## src/rtl/player2_fighter_controller.sv

```systemverilog
// Player-2 fighter: position tracking with player-1 gap limiting, and a STARTUP/ACTIVE/RECOVERY attack sequence.
// State updates one tick after its commands; game_active_in=0 freezes position, state and counter.
module player2_fighter_controller #(
   parameter int X_WIDTH         = 10,
   parameter int X_MIN           = 0,
   parameter int X_MAX           = 576,
   parameter int X_INIT          = 400,
   parameter int MOVE_STEP       = 3,
   parameter int MIN_GAP         = 40,
   parameter int STARTUP_FRAMES  = 5,
   parameter int ACTIVE_FRAMES   = 2,
   parameter int RECOVERY_FRAMES = 16
) (
   input  logic               clk_60Hz_game,
   input  logic               reset,
   input  logic               game_active_in,
   input  logic               p2_move_left_cmd_in,
   input  logic               p2_move_right_cmd_in,
   input  logic               p2_attack_cmd_in,
   input  logic [X_WIDTH-1:0] p1_x_in,
   output logic [X_WIDTH-1:0] p2_x_out,
   output logic [2:0]         p2_state_out,
   output logic               p2_hitbox_active_out,
   output logic               p2_attack_start_pulse_out
);

   localparam logic [2:0] ST_IDLE     = 3'd0;
   localparam logic [2:0] ST_MOVE_L   = 3'd1;
   localparam logic [2:0] ST_MOVE_R   = 3'd2;
   localparam logic [2:0] ST_STARTUP  = 3'd3;
   localparam logic [2:0] ST_ACTIVE   = 3'd4;
   localparam logic [2:0] ST_RECOVERY = 3'd5;

   localparam int MAX_F = (STARTUP_FRAMES > ACTIVE_FRAMES)
                          ? ((STARTUP_FRAMES > RECOVERY_FRAMES) ? STARTUP_FRAMES : RECOVERY_FRAMES)
                          : ((ACTIVE_FRAMES > RECOVERY_FRAMES) ? ACTIVE_FRAMES : RECOVERY_FRAMES);
   localparam int CNT_W = (MAX_F > 1) ? $clog2(MAX_F) : 1;
   localparam int XW1   = X_WIDTH + 1;

   logic [X_WIDTH-1:0] x_q, x_d;
   logic [2:0]         state_q, state_d;
   logic [CNT_W-1:0]   cnt_q, cnt_d;
   logic               att_prev_q, att_prev_d;
   logic               pulse_q, pulse_d;

   logic               att_edge;
   logic [XW1-1:0]     x_ext, floor_ext, dec_ext, left_ext, inc_ext, right_ext;

   // One extra bit keeps p1_x+MIN_GAP and x+MOVE_STEP from wrapping before the clamps.
   always_comb begin
      x_ext     = {1'b0, x_q};
      floor_ext = {1'b0, p1_x_in} + XW1'(MIN_GAP);
      dec_ext   = (x_ext >= XW1'(MOVE_STEP)) ? (x_ext - XW1'(MOVE_STEP)) : '0;
      left_ext  = dec_ext;
      if (left_ext < floor_ext) left_ext = floor_ext;
      if (left_ext < XW1'(X_MIN)) left_ext = XW1'(X_MIN);
      inc_ext   = x_ext + XW1'(MOVE_STEP);
      right_ext = (inc_ext > XW1'(X_MAX)) ? XW1'(X_MAX) : inc_ext;
   end

   always_comb begin
      att_edge   = p2_attack_cmd_in & ~att_prev_q;
      att_prev_d = p2_attack_cmd_in;
      x_d        = x_q;
      state_d    = state_q;
      cnt_d      = cnt_q;
      pulse_d    = 1'b0;
      if (game_active_in) begin
         case (state_q)
            ST_STARTUP: begin
               if (cnt_q == '0) begin
                  state_d = ST_ACTIVE;
                  cnt_d   = CNT_W'(ACTIVE_FRAMES - 1);
               end else begin
                  cnt_d = cnt_q - 1'b1;
               end
            end
            ST_ACTIVE: begin
               if (cnt_q == '0) begin
                  state_d = ST_RECOVERY;
                  cnt_d   = CNT_W'(RECOVERY_FRAMES - 1);
               end else begin
                  cnt_d = cnt_q - 1'b1;
               end
            end
            ST_RECOVERY: begin
               if (cnt_q == '0) state_d = ST_IDLE;
               else             cnt_d   = cnt_q - 1'b1;
            end
            default: begin
               if (att_edge) begin
                  state_d = ST_STARTUP;
                  cnt_d   = CNT_W'(STARTUP_FRAMES - 1);
                  pulse_d = 1'b1;
               end else if (p2_move_left_cmd_in && p2_move_right_cmd_in) begin
                  state_d = ST_IDLE;
               end else if (p2_move_left_cmd_in) begin
                  state_d = ST_MOVE_L;
                  // Already at or inside the gap: hold, never push right.
                  if (x_ext > floor_ext) x_d = left_ext[X_WIDTH-1:0];
               end else if (p2_move_right_cmd_in) begin
                  state_d = ST_MOVE_R;
                  x_d     = right_ext[X_WIDTH-1:0];
               end else begin
                  state_d = ST_IDLE;
               end
            end
         endcase
      end
   end

   always_ff @(posedge clk_60Hz_game or posedge reset) begin
      if (reset) begin
         x_q        <= X_WIDTH'(X_INIT);
         state_q    <= ST_IDLE;
         cnt_q      <= '0;
         att_prev_q <= 1'b0;
         pulse_q    <= 1'b0;
      end else begin
         x_q        <= x_d;
         state_q    <= state_d;
         cnt_q      <= cnt_d;
         att_prev_q <= att_prev_d;
         pulse_q    <= pulse_d;
      end
   end

   assign p2_x_out                  = x_q;
   assign p2_state_out              = state_q;
   assign p2_attack_start_pulse_out = pulse_q;
   assign p2_hitbox_active_out      = (state_q == ST_ACTIVE) & game_active_in;

endmodule

```

## config.mk

```make
export PLATFORM = sky130hd
export DESIGN_NAME = player2_fighter_controller
export DESIGN_NICKNAME = d
export VERILOG_FILES = /design/src/rtl/player2_fighter_controller.sv
export SDC_FILE = /design/constraint.sdc
export NUM_CORES = 1
export LEC_CHECK = 0
export CORE_MARGIN = 2
export CORE_UTILIZATION = 40
export DETAILED_ROUTE_END_ITERATION = 10
export GPL_TIMING_DRIVEN = 1
export PLACE_DENSITY_LB_ADDON = 0.08
export SLEW_MARGIN = 0
export SYNTH_ARGS = -nofsm -noshare
export SYNTH_HDL_FRONTEND = slang
export SYNTH_SLANG_ARGS = --single-unit
```

## constraint.sdc

```tcl
create_clock -name clk_60Hz_game -period 3.85 [get_ports clk_60Hz_game]
set_input_delay 0.9625 -clock clk_60Hz_game [delete_from_list [all_inputs] [get_ports clk_60Hz_game]]
set_output_delay 0.9625 -clock clk_60Hz_game [all_outputs]
set_load 0.1 [all_outputs]
```

==> summary.txt <==
setup violators final -> 0
antenna-violating nets left -> 0
dpl hpwl -> 5150 microns
adder-cell share of the synthesized area -> 14.0%
Core ar. -> 5570 sq um
Avg Inst Size Synth -> 7.94 sq um
GP Congestion -> 0.905
unrepaired setup endpoints after global routing -> true
final period utilization -> 98.5%
DRT Pass-1 Iters -> 5
Tightest Pin Transition -> 0.960 ns
Clock Latency Late Sink -> 0.25 ns
pwr/cell area -> 838 nW/um^2
Max Cap Viol -> 0
CP bufs+invs -> 3
Max Fclk -> 0.264 GHz
CP max FO -> 3
pin count of the biggest net entering global routing -> 20
post-synthesis sequential area ratio -> 20.6%
Ant. Diodes -> 0
Synth Area in Simple Gates -> 23.3%
Synth Warn # -> 0
startpoint types -> primary input
clock skew -> 0.00272 ns
Mapped Area -> 2330 sq um
outcome -> finished clean
H-tree depth -> 1
initial antenna violation count -> 0
wire length on met2 -> 2900 microns
XOR/XNOR Fraction of Synth Area -> 3.01%
Synth Area in Compound Gates -> 29.1%
Synth cell types -> 65
delay-heaviest family, CP -> compound AO/OA/AOI/OAI gates
WL/cell -> 15.5 microns
die area -> 6440 sq um
Area contributors post-synth -> dfrtp_1 17%, ha_1 14%, o21ai_0 4.9%
Final Util -> 55.3%
#FFs+latches synth -> 19
via count -> 2426
crit path kind -> in -> reg
worst IR drop on VDD -> 0.000580 V
GRT Residual Overflow -> 0
routed vias/inst -> 5.71
worst path cell trace -> clkdlybuf4s50_1 -> ha_2 -> buf_4 -> xnor2_1 -> inv_1 -> ha_1 -> nand4_1 -> or2_1 -> o41ai_2 -> mux2_2 -> a32o_1 -> a221o_1
FP Rows -> 27
DRT Wirelength -> 6590 microns
Hold Crit Class -> reg -> reg
root buf cell -> clkbuf_8
area grow syn2layout -> 32.4%
most common flop cell mapped by yosys -> dfrtp_1
Slew HR -> 35.8%
critical path endpoint category -> flop
critical path data required time -> 3.99 ns
commonest non-fill, non-tap cells in the layout -> 52 x buf_4, 24 x nand2_1, 24 x ha_1
cts hold-fix bufs -> 0
WL met3 -> 284 microns
Max Root-Sink Buffers -> 2
Nets -> 396
first-pass GRT wire length -> 10700 microns
Hold Fails Final Rpt -> 0
largest family of logic cells by synthesized area -> compound AO/OA/AOI/OAI gates
Die Height -> 80.3 microns
CTS Sinks -> 19
number of global-route vias before repair -> 2181
Async S/R FF share, synth -> 100%
Tot GR Track Use -> 21.2%
commonest non-fill, non-tap cell in the layout -> buf_4
highest routed layer -> met4
fin crit period -> 3.79 ns
post-layout power -> 0.00258 W
Horiz. Die Dim -> 80.3 microns
Data arrival, critical path -> 3.93 ns
Mapped Cells -> 293
initial core utilization -> 41.8%
Num CTS Buffers -> 3
EDFF count, synth -> 0
met1 WL -> 3360 microns
fraction of layout cells with a size suffix above 1 -> 25.2%
initial detailed-routing violation count -> 160
cell taking the most area after synthesis -> dfrtp_1
multiplexer share of the synthesized area -> 3.55%
Yosys top cell area share -> 17.2%
CTS tree -> done
Worst-path clk slew -> 0.07 ns
I/O Buffers -> 30
Filler cells -> 548
Slew Viols, Final -> 0
Max stage delay on crit path -> 0.45 ns
slowest cell on the critical path -> clkdlybuf4s50_1
Post-Syn Nets -> 335
DRC viols -> 0
Leak -> 1.31 nW
IO Pins -> 31
layout make-up:
type                            count  area, sq um  share of cell area, %
Multi-Input combinational cell    241         1790                   58.1
Timing Repair Buffer               71          593                   19.2
Sequential cell                    19          497                   16.1
Tap cell                           72         90.1                   2.92
Inverter                           18         67.6                   2.19
Clock buffer                        4         45.0                   1.46
state kept, by name, indices dropped and copies added (netlist names):
register / flops
p2_attack_start_pulse_out: 1
p2_state_out: 3
att_prev_q: 1
p2_x_out: 10
cnt_q: 4
report_power, final:
part	switching (W)	internal, W	total [W]
Sequential	0.000102	0.000305	0.000406
Clock	0.0000665	0.0000735	0.000140
Combinational	0.00128	0.000752	0.00204
metrics by stage:
| stage | setup WS (ns) | setup TNS (ns) | area [sq um] | hold slack [ns] | std cells |
|---|---|---|---|---|---|
| 6_report | 0.0592 | 0 | 3080 | 0.559 | 425 |
| 5_1_grt | -0.0572 | -0.0970 | 3080 | 0.600 | 425 |
| 4_1_cts | 0.00279 | 0 | 2960 | 0.564 | 418 |
| 3_5_place_dp | -0.301 | -2.06 | 2900 | 0.546 | 413 |
| 3_3_place_gp | -0.201 | -1.57 | 2900 | 0.543 | 413 |
| 2_1_floorplan | -0.0153 | -0.0222 | 2390 | 0.511 | 293 |
metal layers:
metal / vias up / track usage, %
met3: 4 / 3.15
li1: 1214 / -
met4: 0 / 2.54
met5: - / 0
met2: 56 / 33.0
met1: 1152 / 31.6
kinds of logic (layout without fill, tap and decap cells):
family,after synthesis,in the layout
AOI/OAI and AO/OA,100,100
xor gates and xnor gates,8,8
adders and majority gates,26,26
buffers and inverters,33,93
DFF,19,19
muxes,8,8
and+or+nand+nor,99,99
synthesized netlist by cell type, drive strengths merged, types with 4 or more instances:
master  instances
nor2           17
xor2            4
nor2b           7
dfrtp          16
ha             26
nand2b          6
buf             7
o21ai          26
or3             8
nand3b          4
inv            18
o21a            6
a211oi          4
a31oi           4
or2             4
nand2          24
xnor2           4
nand4           4
a21oi          22
and3            4
o31ai           4
nand3           5
mux2i           6
clkbuf          8
path summary, 6_finish.rpt:
| kind | from | endpoint | slack, ns | cells past startpoint |
|---|---|---|---|---|
| setup / recovery | p1_x_in[4] | p2_x_out[3] | 0.06 | 12 |
| hold / removal | cnt_q[1] | cnt_q[1] | 0.56 | 1 |
| setup reg to reg | p2_x_out[0] | p2_x_out[3] | 0.08 | 12 |
| hold reg to reg | cnt_q[1] | cnt_q[1] | 0.56 | 1 |
| max in group asynchronous | reset | p2_x_out[5] | 2.16 | 2 |
| min in group asynchronous | reset | att_prev_q | 1.14 | 2 |
repair_timing:
| item | in CTS | in global routing |
|---|---|---|
| endpoints found under the hold margin | 0 | 0 |
| pin swaps | 1 | 6 |
| endpoints found under the setup margin | 3 | 9 |
| buffers inserted | 1 | 7 |
| resized for setup | 0 | 17 |
(Power assumes the default switching activity.)
